`config.mk`:
```
export PLATFORM = sky130hd
export DESIGN_NAME = hht_control_flat
export DESIGN_NICKNAME = d
export VERILOG_FILES = /design/src/rtl/hht_pkg.sv /design/src/rtl/hht_control_if.sv /design/src/rtl/hht_vfifo.sv /design/src/rtl/hht_control.sv /design/src/flat_wrapper.sv
export SDC_FILE = /design/constraint.sdc
export NUM_CORES = 1
export LEC_CHECK = 0
export BUFFER_PORTS_ARGS = -buffer_cell sky130_fd_sc_hd__buf_4
export CAP_MARGIN = 20
export CELL_PAD_IN_SITES_DETAIL_PLACEMENT = 1
export CELL_PAD_IN_SITES_GLOBAL_PLACEMENT = 2
export CORE_MARGIN = 1.5
export CORE_UTILIZATION = 42
export DETAILED_ROUTE_END_ITERATION = 6
export GPL_ROUTABILITY_DRIVEN = 0
export PLACE_DENSITY_LB_ADDON = 0.1
export SYNTH_ARGS = -nofsm -noshare
export SYNTH_HDL_FRONTEND = slang
export SYNTH_SLANG_ARGS = --single-unit
```
`constraint.sdc`:
```
create_clock -name Clk -period 12.8 [get_ports Clk]
set_input_delay 2.56 -clock Clk [delete_from_list [all_inputs] [get_ports Clk]]
set_output_delay 2.56 -clock Clk [all_outputs]
set_load 0.01 [all_outputs]
```
`src/rtl/hht_pkg.sv`:
```
// Shared types and sizing for the HHT sparse-matrix gather front-end.
package hht_pkg;

  localparam int DW         = 32;
  localparam int V_SIZE_DEF = 9;

  typedef logic [DW-1:0] data_t;
  typedef logic [DW-1:0] addr_t;

endpackage

```
`src/rtl/hht_control_if.sv`:
```
// Bundle of configuration, memory and consumer signals around hht_control.
// The gather engine takes the master side; memories and the consumer take the slave side.
interface hht_control_if;
  import hht_pkg::*;

  addr_t v_values_base;
  addr_t wdata_col_base;
  data_t csize;
  addr_t addr1;
  addr_t addr2;
  data_t dataIn1;
  data_t dataIn2;
  logic  RD;
  data_t dataOut;
  logic  valid;
  logic  full;
  logic  done;

  modport master (
    input  v_values_base, wdata_col_base, csize, dataIn1, dataIn2, RD,
    output addr1, addr2, dataOut, valid, full, done
  );

  modport slave (
    output v_values_base, wdata_col_base, csize, dataIn1, dataIn2, RD,
    input  addr1, addr2, dataOut, valid, full, done
  );

endinterface

```
`src/rtl/hht_vfifo.sv`:
```
// Synchronous FIFO holding gathered vector values; depth need not be a power of two.
module hht_vfifo #(
  parameter  int DEPTH = 9,
  parameter  int WIDTH = 32,
  localparam int CW    = $clog2(DEPTH + 1),
  localparam int PW    = (DEPTH > 1) ? $clog2(DEPTH) : 1
) (
  input  logic             clk,
  input  logic             rst,
  input  logic             push,
  input  logic [WIDTH-1:0] push_data,
  input  logic             pop,
  output logic [WIDTH-1:0] data_out,
  output logic [CW-1:0]    count,
  output logic             full,
  output logic             empty
);

  logic [WIDTH-1:0] mem_q [DEPTH];
  logic [WIDTH-1:0] mem_d [DEPTH];
  logic [PW-1:0]    wr_ptr_q, wr_ptr_d;
  logic [PW-1:0]    rd_ptr_q, rd_ptr_d;
  logic [CW-1:0]    count_q, count_d;
  logic             do_push;
  logic             do_pop;

  function automatic logic [PW-1:0] next_ptr(input logic [PW-1:0] ptr);
    return (ptr == PW'(DEPTH - 1)) ? '0 : ptr + 1'b1;
  endfunction

  assign empty    = (count_q == '0);
  assign full     = (count_q == CW'(DEPTH));
  assign count    = count_q;
  assign data_out = empty ? '0 : mem_q[rd_ptr_q];

  assign do_push = push && !full;
  assign do_pop  = pop && !empty;

  always_comb begin
    mem_d    = mem_q;
    wr_ptr_d = wr_ptr_q;
    rd_ptr_d = rd_ptr_q;
    count_d  = count_q;
    if (do_push) begin
      mem_d[wr_ptr_q] = push_data;
      wr_ptr_d        = next_ptr(wr_ptr_q);
    end
    if (do_pop) begin
      rd_ptr_d = next_ptr(rd_ptr_q);
    end
    unique case ({do_push, do_pop})
      2'b10:   count_d = count_q + 1'b1;
      2'b01:   count_d = count_q - 1'b1;
      default: count_d = count_q;
    endcase
  end

  always_ff @(posedge clk) begin
    if (rst) begin
      wr_ptr_q <= '0;
      rd_ptr_q <= '0;
      count_q  <= '0;
    end else begin
      wr_ptr_q <= wr_ptr_d;
      rd_ptr_q <= rd_ptr_d;
      count_q  <= count_d;
    end
  end

  // Storage needs no reset: occupancy alone decides what is visible.
  always_ff @(posedge clk) begin
    mem_q <= mem_d;
  end

endmodule

```
`src/rtl/hht_control.sv`:
```
// Gather front-end: streams column indices, fetches the matching vector values,
// and queues them for the multiply/accumulate consumer.
module hht_control
  import hht_pkg::*;
#(
  parameter int V_SIZE = V_SIZE_DEF
) (
  input  logic          Clk,
  input  logic          Rst,
  hht_control_if.master bus
);

  localparam int CW = $clog2(V_SIZE + 1);

  data_t         idx_q, idx_d;
  data_t         col_reg_q, col_reg_d;
  logic          col_vld_q, col_vld_d;
  logic          done_q, done_d;
  logic [CW-1:0] fifo_count;
  logic          fifo_full;
  logic          fifo_empty;
  data_t         credit_used;
  logic          issue;

  // The in-flight stage entry already owns a FIFO slot; a same-cycle pop is
  // deliberately not credited, so issue resumes one cycle after space frees.
  always_comb begin
    credit_used = data_t'(fifo_count) + data_t'(col_vld_q);
    issue       = (idx_q < bus.csize) && (credit_used < data_t'(V_SIZE));
    idx_d       = idx_q;
    col_reg_d   = col_reg_q;
    col_vld_d   = 1'b0;
    if (issue) begin
      idx_d     = idx_q + 1'b1;
      col_reg_d = bus.dataIn1;
      col_vld_d = 1'b1;
    end
    done_d = done_q | ((idx_d == bus.csize) && !col_vld_d);
  end

  always_ff @(posedge Clk) begin
    if (Rst) begin
      idx_q     <= '0;
      col_reg_q <= '0;
      col_vld_q <= 1'b0;
      done_q    <= 1'b0;
    end else begin
      idx_q     <= idx_d;
      col_reg_q <= col_reg_d;
      col_vld_q <= col_vld_d;
      done_q    <= done_d;
    end
  end

  assign bus.addr1 = bus.wdata_col_base + idx_q;
  assign bus.addr2 = bus.v_values_base + col_reg_q;
  assign bus.valid = !fifo_empty;
  assign bus.full  = fifo_full;
  assign bus.done  = done_q;

  hht_vfifo #(
    .DEPTH (V_SIZE),
    .WIDTH (DW)
  ) u_vfifo (
    .clk       (Clk),
    .rst       (Rst),
    .push      (col_vld_q),
    .push_data (bus.dataIn2),
    .pop       (bus.RD),
    .data_out  (bus.dataOut),
    .count     (fifo_count),
    .full      (fifo_full),
    .empty     (fifo_empty)
  );

endmodule

```
`src/flat_wrapper.sv`:
```
// flat-port wrapper written by rule: the top's interface ports become plain ports
module hht_control_flat import hht_pkg::*;
#(
  parameter int V_SIZE = V_SIZE_DEF
)
  (Clk, Rst, bus_v_values_base, bus_wdata_col_base, bus_csize, bus_dataIn1, bus_dataIn2, bus_RD, bus_addr1, bus_addr2, bus_dataOut, bus_valid, bus_full, bus_done);
  hht_control_if bus_i ();
  input  logic Clk;
  input  logic Rst;
  input wire logic [$bits(bus_i.v_values_base)-1:0] bus_v_values_base;
  input wire logic [$bits(bus_i.wdata_col_base)-1:0] bus_wdata_col_base;
  input wire logic [$bits(bus_i.csize)-1:0] bus_csize;
  input wire logic [$bits(bus_i.dataIn1)-1:0] bus_dataIn1;
  input wire logic [$bits(bus_i.dataIn2)-1:0] bus_dataIn2;
  input wire logic [$bits(bus_i.RD)-1:0] bus_RD;
  output wire logic [$bits(bus_i.addr1)-1:0] bus_addr1;
  output wire logic [$bits(bus_i.addr2)-1:0] bus_addr2;
  output wire logic [$bits(bus_i.dataOut)-1:0] bus_dataOut;
  output wire logic [$bits(bus_i.valid)-1:0] bus_valid;
  output wire logic [$bits(bus_i.full)-1:0] bus_full;
  output wire logic [$bits(bus_i.done)-1:0] bus_done;
  assign bus_i.v_values_base = bus_v_values_base;
  assign bus_i.wdata_col_base = bus_wdata_col_base;
  assign bus_i.csize = bus_csize;
  assign bus_i.dataIn1 = bus_dataIn1;
  assign bus_i.dataIn2 = bus_dataIn2;
  assign bus_i.RD = bus_RD;
  assign bus_addr1 = bus_i.addr1;
  assign bus_addr2 = bus_i.addr2;
  assign bus_dataOut = bus_i.dataOut;
  assign bus_valid = bus_i.valid;
  assign bus_full = bus_i.full;
  assign bus_done = bus_i.done;
  hht_control #(.V_SIZE(V_SIZE)) u_core (.Clk(Clk), .Rst(Rst), .bus(bus_i));
endmodule
```
==> impl_metrics.py, run 1 <==
metrics = {
    "sta": {
        "finalSetupViolCount": 0,
        "hold-worst-slack_ps": 462,
        "fin_crit_sh_pct": 66.7,
        "rsz0062_at_grt": "false",
        "relSlewSlack_pct": 34.6,
        "fmax_mhz": 117,
        "hold_violations": 0,
        "tightest_slew_ps": 956,
        "period_minus_slack_ps": 8540,
        "finClkSkew_ps": 19.6,
        "finalSetupTns_ps": 0,
        "drv_slew": 0,
    },
    "cts": {
        "cts.hold.buffers_added": 0,
        "cts_sinks": 366,
        "clk_latency_ps": 550,
        "post-cts-setup-buffers": 0,
        "cts-resized-gates": 0,
        "clock_tree.root_cell": "clkbuf_16",
        "htreeDepth": 2,
        "cts_tree": "built",
        "cts_buffers": 41,
        "clkTransAtPathRegs_ps": 60,
        "clockBufferDepth": 3,
    },
    "floorplanning": {
        "initial_core_util_pct": 42.5,
        "die-area_um2": 46100,
        "die_h_um": 215,
        "die_w_um": 215,
        "io_pins": 262,
        "rows": 77,
        "core_um2": 44200,
    },
    "worst_setup_path": {
        "path_buf_inv": 3,
        "r2r_end": "u_core.bus.done",
        "cp_max_fo": 3,
        "crit_path_end_kind": "output pin",
        "slowest_delay_ps": 620,
        "crit_start": "bus_wdata_col_base[0]",
        "cp_top_family": "compound AO/OA/AOI/OAI gates",
        "crit_cells": 15,
        "startpoint_type": "input pin",
        "r2r_cells": 12,
        "cp-endpoint": "bus_addr1[30]",
        "r2r-start": "u_core.idx_q[15]",
        "critPathKind": "in -> out",
        "worst-endpoint-required_ps": 10240,
        "crit_slowest_cell": "a311oi_1",
        "critical_path.cell_chain": "buf_4 -> ha_1 -> inv_1 -> fa_1 -> nor2b_1 -> o21a_1 -> o21ai_0 -> nand3_1 -> a221o_1 -> a22oi_1 -> a31oi_1 -> a311oi_1 -> nor3_1 -> a311oi_1 -> buf_4",
        "ff2ff_setup_slack_ps": 8420,
        "arrival_ps": 5980,
    },
    "routing": {
        "wirelength_mm": 53.8,
        "drt_iter0_drc": 652,
        "dr_total_vias": 13700,
        "post_drt_wl_per_cell_um": 21.7,
        "drt_first_pass_iters": 5,
        "viasPerCell": 5.56,
        "drc": 0,
        "ant_nets": 0,
    },
    "final_layout": {
        "final_cell_mix": "edfxtp_1, buf_4, nand2_1, a21oi_1, nor2_1",
        "drive_gt1_share_pct": 23.0,
        "final_cell_count_no_fill": 2472,
        "syn2layout_area_growth_pct": 21.6,
        "mostFrequentLayoutCell": "edfxtp_1",
        "nNetsFinal": 2117,
    },
    "place": {
        "portBuffers": 261,
        "dpl.hpwl_mm": 36.3,
        "numPlacedInstances": 2394,
    },
    "synthesis": {
        "syn_area_per_cell_um2": 11.9,
        "synth_fp_nets": 1851,
        "yosysWarnings": 0,
        "async_flop_share_pct": 0,
        "synth_seq_cells": 366,
        "yosysTopAreaCellShare_pct": 46.0,
        "synth_cell_types": 77,
        "netlist_instances": 1580,
        "synthTopCellsByArea": "edfxtp_1, dfxtp_1, mux4_2",
        "syn_area_um2": 18800,
        "ys_dominant_reg_cell": "edfxtp_1",
        "synth_edf_count": 288,
        "ys_seq_area_share_pct": 54.3,
        "yosysTopAreaCell": "edfxtp_1",
    },
    "global_route": {
        "first_global_vias": 14500,
        "grt_pass1_wl_mm": 82.8,
        "overflow": 0,
        "grt_max_degree": 78,
        "grtUsageTotal_pct": 23.2,
        "grt_antenna_before_repair": 2,
    },
    "power": {
        "powerDensity_nw_per_um2": 155,
        "p_leak_uw": 0.00903,
        "vdd_drop_max_mv": 0.191,
    },
    "job": {
        "maxCapViolCount": 0,
    },
    "worst_hold_path": {
        "hold_path.class": "reg -> reg",
    },
    "status": {
        "outcome": "finished, final reports clean",
    },
}
-- layout make-up --
type                    count  area (um^2)
fillers                  4611        21400
clock inverters            24          333
repair buffers            282         2120
flip-flops and latches    366        10200
diodes                      2         5.00
inverters                  66          248
well taps                 592          741
clock buffers              51         1070
multi-input cells        1089         8130
-- state kept, by name, summed over array words and instances (netlist names) --
register and flops:
u_core.idx_q 32, u_core.col_vld_q 1, u_core.u_vfifo.count 4, u_core.u_vfifo.wr_ptr_q 4, u_core.u_vfifo.rd_ptr_q 4, u_core.u_vfifo.mem_q 288
u_core.col_reg_q 32, u_core.bus.done 1
-- cells in the mapped netlist (6+ instances only) --
library cell and count:
a211oi_1 9, buf_1 15, nor2_1 121, o211ai_1 6
and3_1 19, a311oi_1 6, a2111oi_0 11, ha_1 105
nand2_1 181, a21oi_1 159, o2111ai_1 6, nor2b_1 11
nand2b_1 16, edfxtp_1 288, nand4_1 22, dfxtp_1 78
a31oi_1 9, or2_2 8, o31ai_1 7, nand3_1 28
xor2_1 31, inv_1 65, nor3_1 20, or3_1 14
mux4_2 64, o21a_1 7, and2_1 19, xnor2_1 68
a21o_1 30, clkbuf_1 41, o21ai_0 36
-- how the worst min path moves through the flow --
stage                     depth (start not counted)  slack (ps)              endpoint            startpoint
after floorplan                                   2         440   u_core.col_reg_q[0]   u_core.col_reg_q[0]
final                                             2         460   u_core.col_reg_q[9]   u_core.col_reg_q[9]
after global placement                            2         450  u_core.col_reg_q[11]  u_core.col_reg_q[11]
after detailed placement                          2         450  u_core.col_reg_q[23]  u_core.col_reg_q[23]
after global routing                              2         490  u_core.col_reg_q[20]  u_core.col_reg_q[20]
after CTS                                         2         460  u_core.col_reg_q[23]  u_core.col_reg_q[23]
-- kinds of logic (layout without fill, tap and decap cells) --
family	Yosys count	after routing	synth area share (%)
other	0	2	0
DFF	366	366	54.3
and+or+nand+nor	479	479	11.9
xor gates and xnor gates	102	102	4.97
buffers and inverters	125	423	2.58
adders and majority gates	108	108	7.30
AOI/OAI and AO/OA	336	336	11.4
muxes	64	64	7.66
-- routing by layer --
metal  part of all wire, %  track usage (%)  vias to the layer above  routed length [um]
met2                    50             40.5                      318               27000
met5                     0                0                        -                   0
li1                      -                -                     6461                   -
met4                   2.5             6.95                        0                1320
met1                    43             29.4                     6869               22900
met3                   4.8             4.07                       84                2570
-- metrics by stage --
step / utilization (%) / total power (uW) / cell area (um^2) / setup WS [ps]
floorplan: - / 1950 / 18800 / 5160
global placement: 48.5 / 2330 / 21400 / 4410
detailed placement: 48.5 / 2350 / 21400 / 4310
CTS: 51.7 / 3610 / 22900 / 4280
global route: 51.7 / 3720 / 22900 / 3980
finish: 51.7 / 3550 / 22900 / 4260
-- power by group --
| group | total [uW] | internal (uW) | switching (uW) |
|---|---|---|---|
| registers | 1370 | 1340 | 30.3 |
| clock network | 1240 | 759 | 476 |
| logic | 947 | 442 | 506 |
-- tightest hold or removal path, delay by kind of cell, from the launching register on --
kind	cells	cell delay, ps
AO/OA/AOI/OAI	1	50
flip-flops	1	310
AND/OR/NAND/NOR	1	50
No activity file was read; power rests on OpenSTA's default activity.
==> run 2: changes to the inputs <==
Settings changed: ABC_AREA set to 1, CORE_UTILIZATION 42 to 36.
Clock period 12.8 ns to 8.8 ns, I/O delays scaled along.
==> impl_metrics.py, run 2 <==
metrics = {
    "cts": {
        "post-cts-setup-buffers": 0,
        "clock_tree.root_cell": "clkbuf_16",
        "cts-resized-gates": 0,
        "clk_latency_ps": 590,
        "clkTransAtPathRegs_ps": 60,
        "cts_tree": "built",
        "cts_sinks": 366,
        "cts.hold.buffers_added": 0,
        "htreeDepth": 2,
        "clockBufferDepth": 3,
        "cts_buffers": 43,
    },
    "sta": {
        "setup_slack_ps": 2440,
        "hold-worst-slack_ps": 475,
        "fmax_mhz": 157,
        "fin_crit_sh_pct": 72.2,
        "hold_violations": 0,
        "drv_slew": 0,
        "rsz0062_at_grt": "false",
        "relSlewSlack_pct": 34.0,
        "finalSetupViolCount": 0,
        "tightest_slew_ps": 988,
        "finClkSkew_ps": 23.5,
        "finalSetupTns_ps": 0,
        "period_minus_slack_ps": 6360,
    },
    "routing": {
        "wirelength_mm": 65.3,
        "drt_iter0_drc": 871,
        "drt_first_pass_iters": 4,
        "viasPerCell": 5.20,
        "drc": 0,
        "dr_total_vias": 16700,
        "ant_nets": 0,
        "post_drt_wl_per_cell_um": 20.4,
    },
    "floorplanning": {
        "die_h_um": 239,
        "io_pins": 262,
        "die-area_um2": 56900,
        "initial_core_util_pct": 36.3,
        "rows": 86,
        "die_w_um": 239,
        "core_um2": 55000,
    },
    "worst_hold_path": {
        "min_from": "u_core.col_reg_q[20]",
        "whs_path_depth": 2,
        "hold_path.class": "reg -> reg",
        "hold_end": "u_core.col_reg_q[20]",
    },
    "final_layout": {
        "syn2layout_area_growth_pct": 20.9,
        "drive_gt1_share_pct": 16.4,
        "largest_register_ffs": 288,
        "final_cell_count_no_fill": 3203,
        "reg_top3": "u_core.u_vfifo.mem_q: 288 flops, u_core.col_reg_q: 32 flops, u_core.idx_q: 32 flops",
        "top_register": "u_core.u_vfifo.mem_q",
        "fill_cells": 6294,
        "nNetsFinal": 2694,
        "final_cell_mix": "nand2_1, edfxtp_1, buf_4, nor2_1, inv_1",
        "mostFrequentLayoutCell": "nand2_1",
        "final_util_pct": 43.9,
    },
    "status": {
        "outcome": "finished, final reports clean",
    },
    "global_route": {
        "overflow": 0,
        "first_global_vias": 17400,
        "grtUsageTotal_pct": 22.7,
        "grt_antenna_before_repair": 3,
        "grt_max_degree": 74,
        "grt_pass1_wl_mm": 99.8,
    },
    "synthesis": {
        "synthTopCellsByArea": "edfxtp_1, dfxtp_1, nand2_1",
        "synth_cell_types": 57,
        "yosysWarnings": 0,
        "yosysTopAreaCellShare_pct": 43.3,
        "ys_seq_area_share_pct": 51.1,
        "async_flop_share_pct": 0,
        "ys_dominant_reg_cell": "edfxtp_1",
        "synth_edf_count": 288,
        "synth.most_common_cell": "nand2_1",
        "netlist_instances": 2181,
        "syn_area_um2": 20000,
        "synth_seq_cells": 366,
        "synth_fp_nets": 2452,
        "yosysTopAreaCell": "edfxtp_1",
        "syn_area_per_cell_um2": 9.16,
        "yosys-top-cells-count": "nand2_1, edfxtp_1, nor2_1",
    },
    "place": {
        "numPlacedInstances": 3126,
        "pre_cts_slack_ps": 2430,
        "portBuffers": 261,
        "dpl.hpwl_mm": 43.9,
    },
    "worst_setup_path": {
        "cp_max_fo": 4,
        "crit_slowest_cell": "o21ai_1",
        "critical_path.cell_chain": "buf_4 -> ha_1 -> nand3_1 -> nand2_1 -> a31oi_2 -> o21ai_1 -> a21oi_1 -> o21ai_1 -> a21boi_0 -> o21ai_1 -> a21oi_1 -> xnor2_1 -> buf_4",
        "r2r-start": "u_core.idx_q[27]",
        "cp_top_family": "compound AO/OA/AOI/OAI gates",
        "r2r_end": "u_core.bus.done",
        "ff2ff_setup_slack_ps": 4840,
        "path_buf_inv": 2,
        "startpoint_type": "input pin",
        "slowest_delay_ps": 500,
        "arrival_ps": 4600,
        "crit_path_end_kind": "output pin",
        "critPathKind": "in -> out",
        "worst-endpoint-required_ps": 7040,
        "crit_top_cell": "o21ai_1",
        "r2r_cells": 17,
    },
    "job": {
        "maxCapViolCount": 0,
    },
    "power": {
        "vdd_drop_max_mv": 0.191,
        "powerDensity_nw_per_um2": 285,
        "p_leak_uw": 0.00977,
    },
}
[run 2: power breakdown]
group | switching [uW] | internal [uW]
Combinational | 1780 | 1040
Clock | 760 | 1060
Sequential | 161 | 2070
Total | 2710 | 4180
[run 2: layout make-up]
class	count	area [um^2]	share of cell area (%)
Timing Repair Buffer	282	2120	8.77
Multi-Input combinational cell	1534	8700	36.1
Clock buffer	50	1110	4.58
Antenna cell	1	2.50	0.0104
Clock inverter	26	313	1.30
Sequential cell	366	10200	42.3
Tap cell	748	936	3.88
Inverter	196	744	3.08
[run 2: how the worst max path moves through the flow]
stage / startpoint / endpoint / slack [ps] / cells after the start
final: bus_wdata_col_base[2] / bus_addr1[25] / 2440 / 13
after global placement: bus_wdata_col_base[0] / bus_addr1[26] / 2510 / 18
after CTS: bus_wdata_col_base[0] / bus_addr1[26] / 2430 / 18
after detailed placement: bus_wdata_col_base[0] / bus_addr1[26] / 2430 / 18
after floorplan: bus_wdata_col_base[0] / bus_addr1[26] / 3180 / 16
after global routing: bus_wdata_col_base[0] / bus_addr1[26] / 2240 / 18
[run 2: layer usage]
| metal | part of all wire, % | vias to the layer above | routed length, um | track usage [%] |
|---|---|---|---|---|
| li1 | - | 8116 | - | - |
| met1 | 44 | 8167 | 28900 | 28.8 |
| met2 | 50 | 293 | 32500 | 40.5 |
| met3 | 3.9 | 87 | 2540 | 3.06 |
| met4 | 2.0 | 4 | 1320 | 5.87 |
| met5 | 0.047 | - | 31 | 0 |
[run 2: through the flow]
stage | instance area [um^2] | power [uW]
6_report | 24100 | 6880
5_1_grt | 24100 | 7340
4_1_cts | 24100 | 6980
3_5_place_dp | 22700 | 5140
3_3_place_gp | 22700 | 5070
2_1_floorplan | 20000 | 3970
[run 2: cells by family after synthesis]
| family | after synthesis | share of synthesized area (%) |
|---|---|---|
| simple gates | 853 | 18.4 |
| compound gates | 485 | 14.1 |
| flops | 366 | 51.1 |
| buf+inv | 281 | 5.63 |
| fa+ha+maj | 108 | 6.88 |
| xor+xnor | 88 | 3.86 |
[run 2: tightest hold or removal path, delay by kind of cell (launching register included)]
| family | cells | cell delay, ps |
|---|---|---|
| flip-flops | 1 | 310 |
| AND/OR/NAND/NOR | 1 | 60 |
| AO/OA/AOI/OAI | 1 | 60 |
==> run 3: changes to the inputs <==
Settings changed: ABC_AREA 1 to 0, CORE_UTILIZATION 36 to 35.
Clock period 8.8 ns to 5.4 ns, I/O delays scaled along.
==> impl_metrics.py, run 3 (synthesis results as in run 1) <==
metrics = {
    "status": {
        "outcome": "finished, final reports clean",
    },
    "job": {
        "maxCapViolCount": 0,
    },
    "cts": {
        "post-cts-setup-buffers": 0,
        "cts_sinks": 366,
        "clk_latency_ps": 570,
        "htreeDepth": 2,
        "clkTransAtPathRegs_ps": 60,
        "cts_tree": "built",
        "clockBufferDepth": 3,
        "cts_buffers": 41,
        "clock_tree.root_cell": "clkbuf_16",
    },
    "place": {
        "portBuffers": 261,
        "dpl.hpwl_mm": 37.0,
        "numPlacedInstances": 2499,
        "place_area_um2": 21600,
    },
    "worst_setup_path": {
        "crit_start": "bus_v_values_base[10]",
        "arrival_ps": 4100,
        "startpoint_type": "input pin",
        "critPathKind": "in -> out",
        "cp_max_fo": 7,
        "crit_path_end_kind": "output pin",
        "worst-endpoint-required_ps": 4320,
        "r2r-start": "u_core.idx_q[15]",
    },
    "power": {
        "p_leak_uw": 0.00901,
        "power_frac_comb_pct": 25.5,
        "p_int_uw": 5830,
        "pwr-share-seq_pct": 40.6,
        "clkPwrFrac_pct": 33.9,
        "p_sw_share_pct": 29.7,
        "powerDensity_nw_per_um2": 360,
        "vdd_drop_max_mv": 0.273,
        "p_sw_uw": 2460,
    },
    "sta": {
        "relSlewSlack_pct": 26.0,
        "finalSetupViolCount": 0,
        "hold-worst-slack_ps": 462,
        "fmax_mhz": 193,
        "finClkSkew_ps": 17.1,
        "period_minus_slack_ps": 5180,
        "tightest_slew_ps": 1110,
        "finalSetupTns_ps": 0,
        "drv_slew": 0,
        "fin_crit_sh_pct": 96.0,
        "hold_violations": 0,
        "rsz0062_at_grt": "false",
    },
    "routing": {
        "drt_first_pass_iters": 4,
        "wirelength_mm": 54.9,
        "ant_nets": 0,
        "drt_iter0_drc": 658,
        "viasPerCell": 5.24,
        "dr_total_vias": 13500,
        "drc": 0,
        "post_drt_wl_per_cell_um": 21.3,
    },
    "final_layout": {
        "drive_gt1_share_pct": 23.5,
        "largest_register_ffs": 288,
        "syn2layout_area_growth_pct": 22.3,
        "reg_top3": "u_core.u_vfifo.mem_q: 288 flops, u_core.col_reg_q: 32 flops, u_core.idx_q: 32 flops",
        "nNetsFinal": 2125,
        "mostFrequentLayoutCell": "buf_4",
        "top_register": "u_core.u_vfifo.mem_q",
        "final_cell_count_no_fill": 2571,
        "final_util_pct": 43.5,
        "final_cell_mix": "buf_4, edfxtp_1, nand2_1, a21oi_1, nor2_1",
        "final_area_um2": 23000,
    },
    "floorplanning": {
        "die_w_um": 235,
        "die_h_um": 235,
        "rows": 84,
        "initial_core_util_pct": 35.6,
        "core_um2": 52900,
        "io_pins": 262,
        "die-area_um2": 55100,
    },
    "global_route": {
        "grt_antenna_before_repair": 2,
        "grt_pass1_wl_mm": 84.7,
        "grt_most_used_layer": "met2",
        "overflow": 0,
        "use_met2_pct": 35.2,
        "grtUsageTotal_pct": 19.8,
        "grt_max_degree": 78,
        "first_global_vias": 14300,
        "use_met1_pct": 24.8,
        "met3_usage_pct": 3.54,
    },
    "worst_hold_path": {
        "min_from": "u_core.col_reg_q[25]",
        "hold_path.class": "reg -> reg",
    },
}
==> run 3: changes by cell type in the layout (fill, tap and decap cells not counted), moves of 18 or more <==
| cell | previous run | this run |
|---|---|---|
| nand2_1 | 383 | 181 |
| and2_1 | 0 | 19 |
| nor2_1 | 251 | 121 |
| xnor2_1 | 29 | 68 |
| a21o_1 | 4 | 30 |
| xor2_1 | 59 | 31 |
| nand4_1 | 40 | 22 |
| o21ai_0 | 162 | 35 |
| mux4_2 | 0 | 64 |
| nand3_1 | 109 | 28 |
| and3_1 | 1 | 19 |
| inv_1 | 190 | 65 |
| o221ai_1 | 52 | 2 |
==> run 3: repair_timing <==
item / 4_1_cts / 5_1_grt
pin swaps: 0 / 1
endpoints found under the setup margin: 3 / 8
resized for setup: 1 / 8
hold buffers: 0 / 0
==> run 3: worst paths after layout <==
check | to | slack, ps | cells past startpoint
setup / recovery | bus_addr2[31] | 220 | 14
hold / removal | u_core.col_reg_q[25] | 460 | 2
setup reg to reg | u_core.bus.done | 1270 | 12
hold reg to reg | u_core.col_reg_q[25] | 460 | 2
==> run 3: stage by stage <==
step | setup WS (ps) | total power (uW)
global placement | -45.1 | 5560
finish | 218 | 8290
floorplan | 719 | 4630
global route | 22.0 | 8720
CTS | 16.8 | 8430
detailed placement | -67.5 | 5590
==> run 3: final cells by class <==
cell class              count  area [um^2]
clock inverters            23          279
repair buffers            290         2180
inverters                  66          248
flip-flops and latches    366        10200
clock buffers              48         1050
fillers                  5654        29900
well taps                 688          861
diodes                      1         2.50
multi-input cells        1089         8180
==> run 3: layer usage <==
metal  vias to the layer above  wire length [um]
met5                         -                 8
met4                         2              1010
met3                        64              2520
met2                       250             27500
met1                      6675             23900
li1                       6476                 -
==> run 3: power groups by stage <==
stage / clock [uW] / combinational [uW] / sequential [uW]
2_1_floorplan: 0 / 1360 / 3270
3_3_place_gp: 0 / 2130 / 3430
3_5_place_dp: 0 / 2160 / 3440
4_1_cts: 2880 / 2170 / 3380
5_1_grt: 2980 / 2340 / 3400
6_report: 2810 / 2120 / 3360
==> run 3: worst max-delay path: stages <==
cell       delay [ps]
buf_4             110
ha_1              400
nand4_1           170
a211oi_1          250
a221oi_1          150
a2111oi_1         490
buf_4             200
o31ai_1           100
o21ai_1           330
a21o_1            170
nand2_1            70
o21ai_0           270
xnor2_1           160
buf_4             140
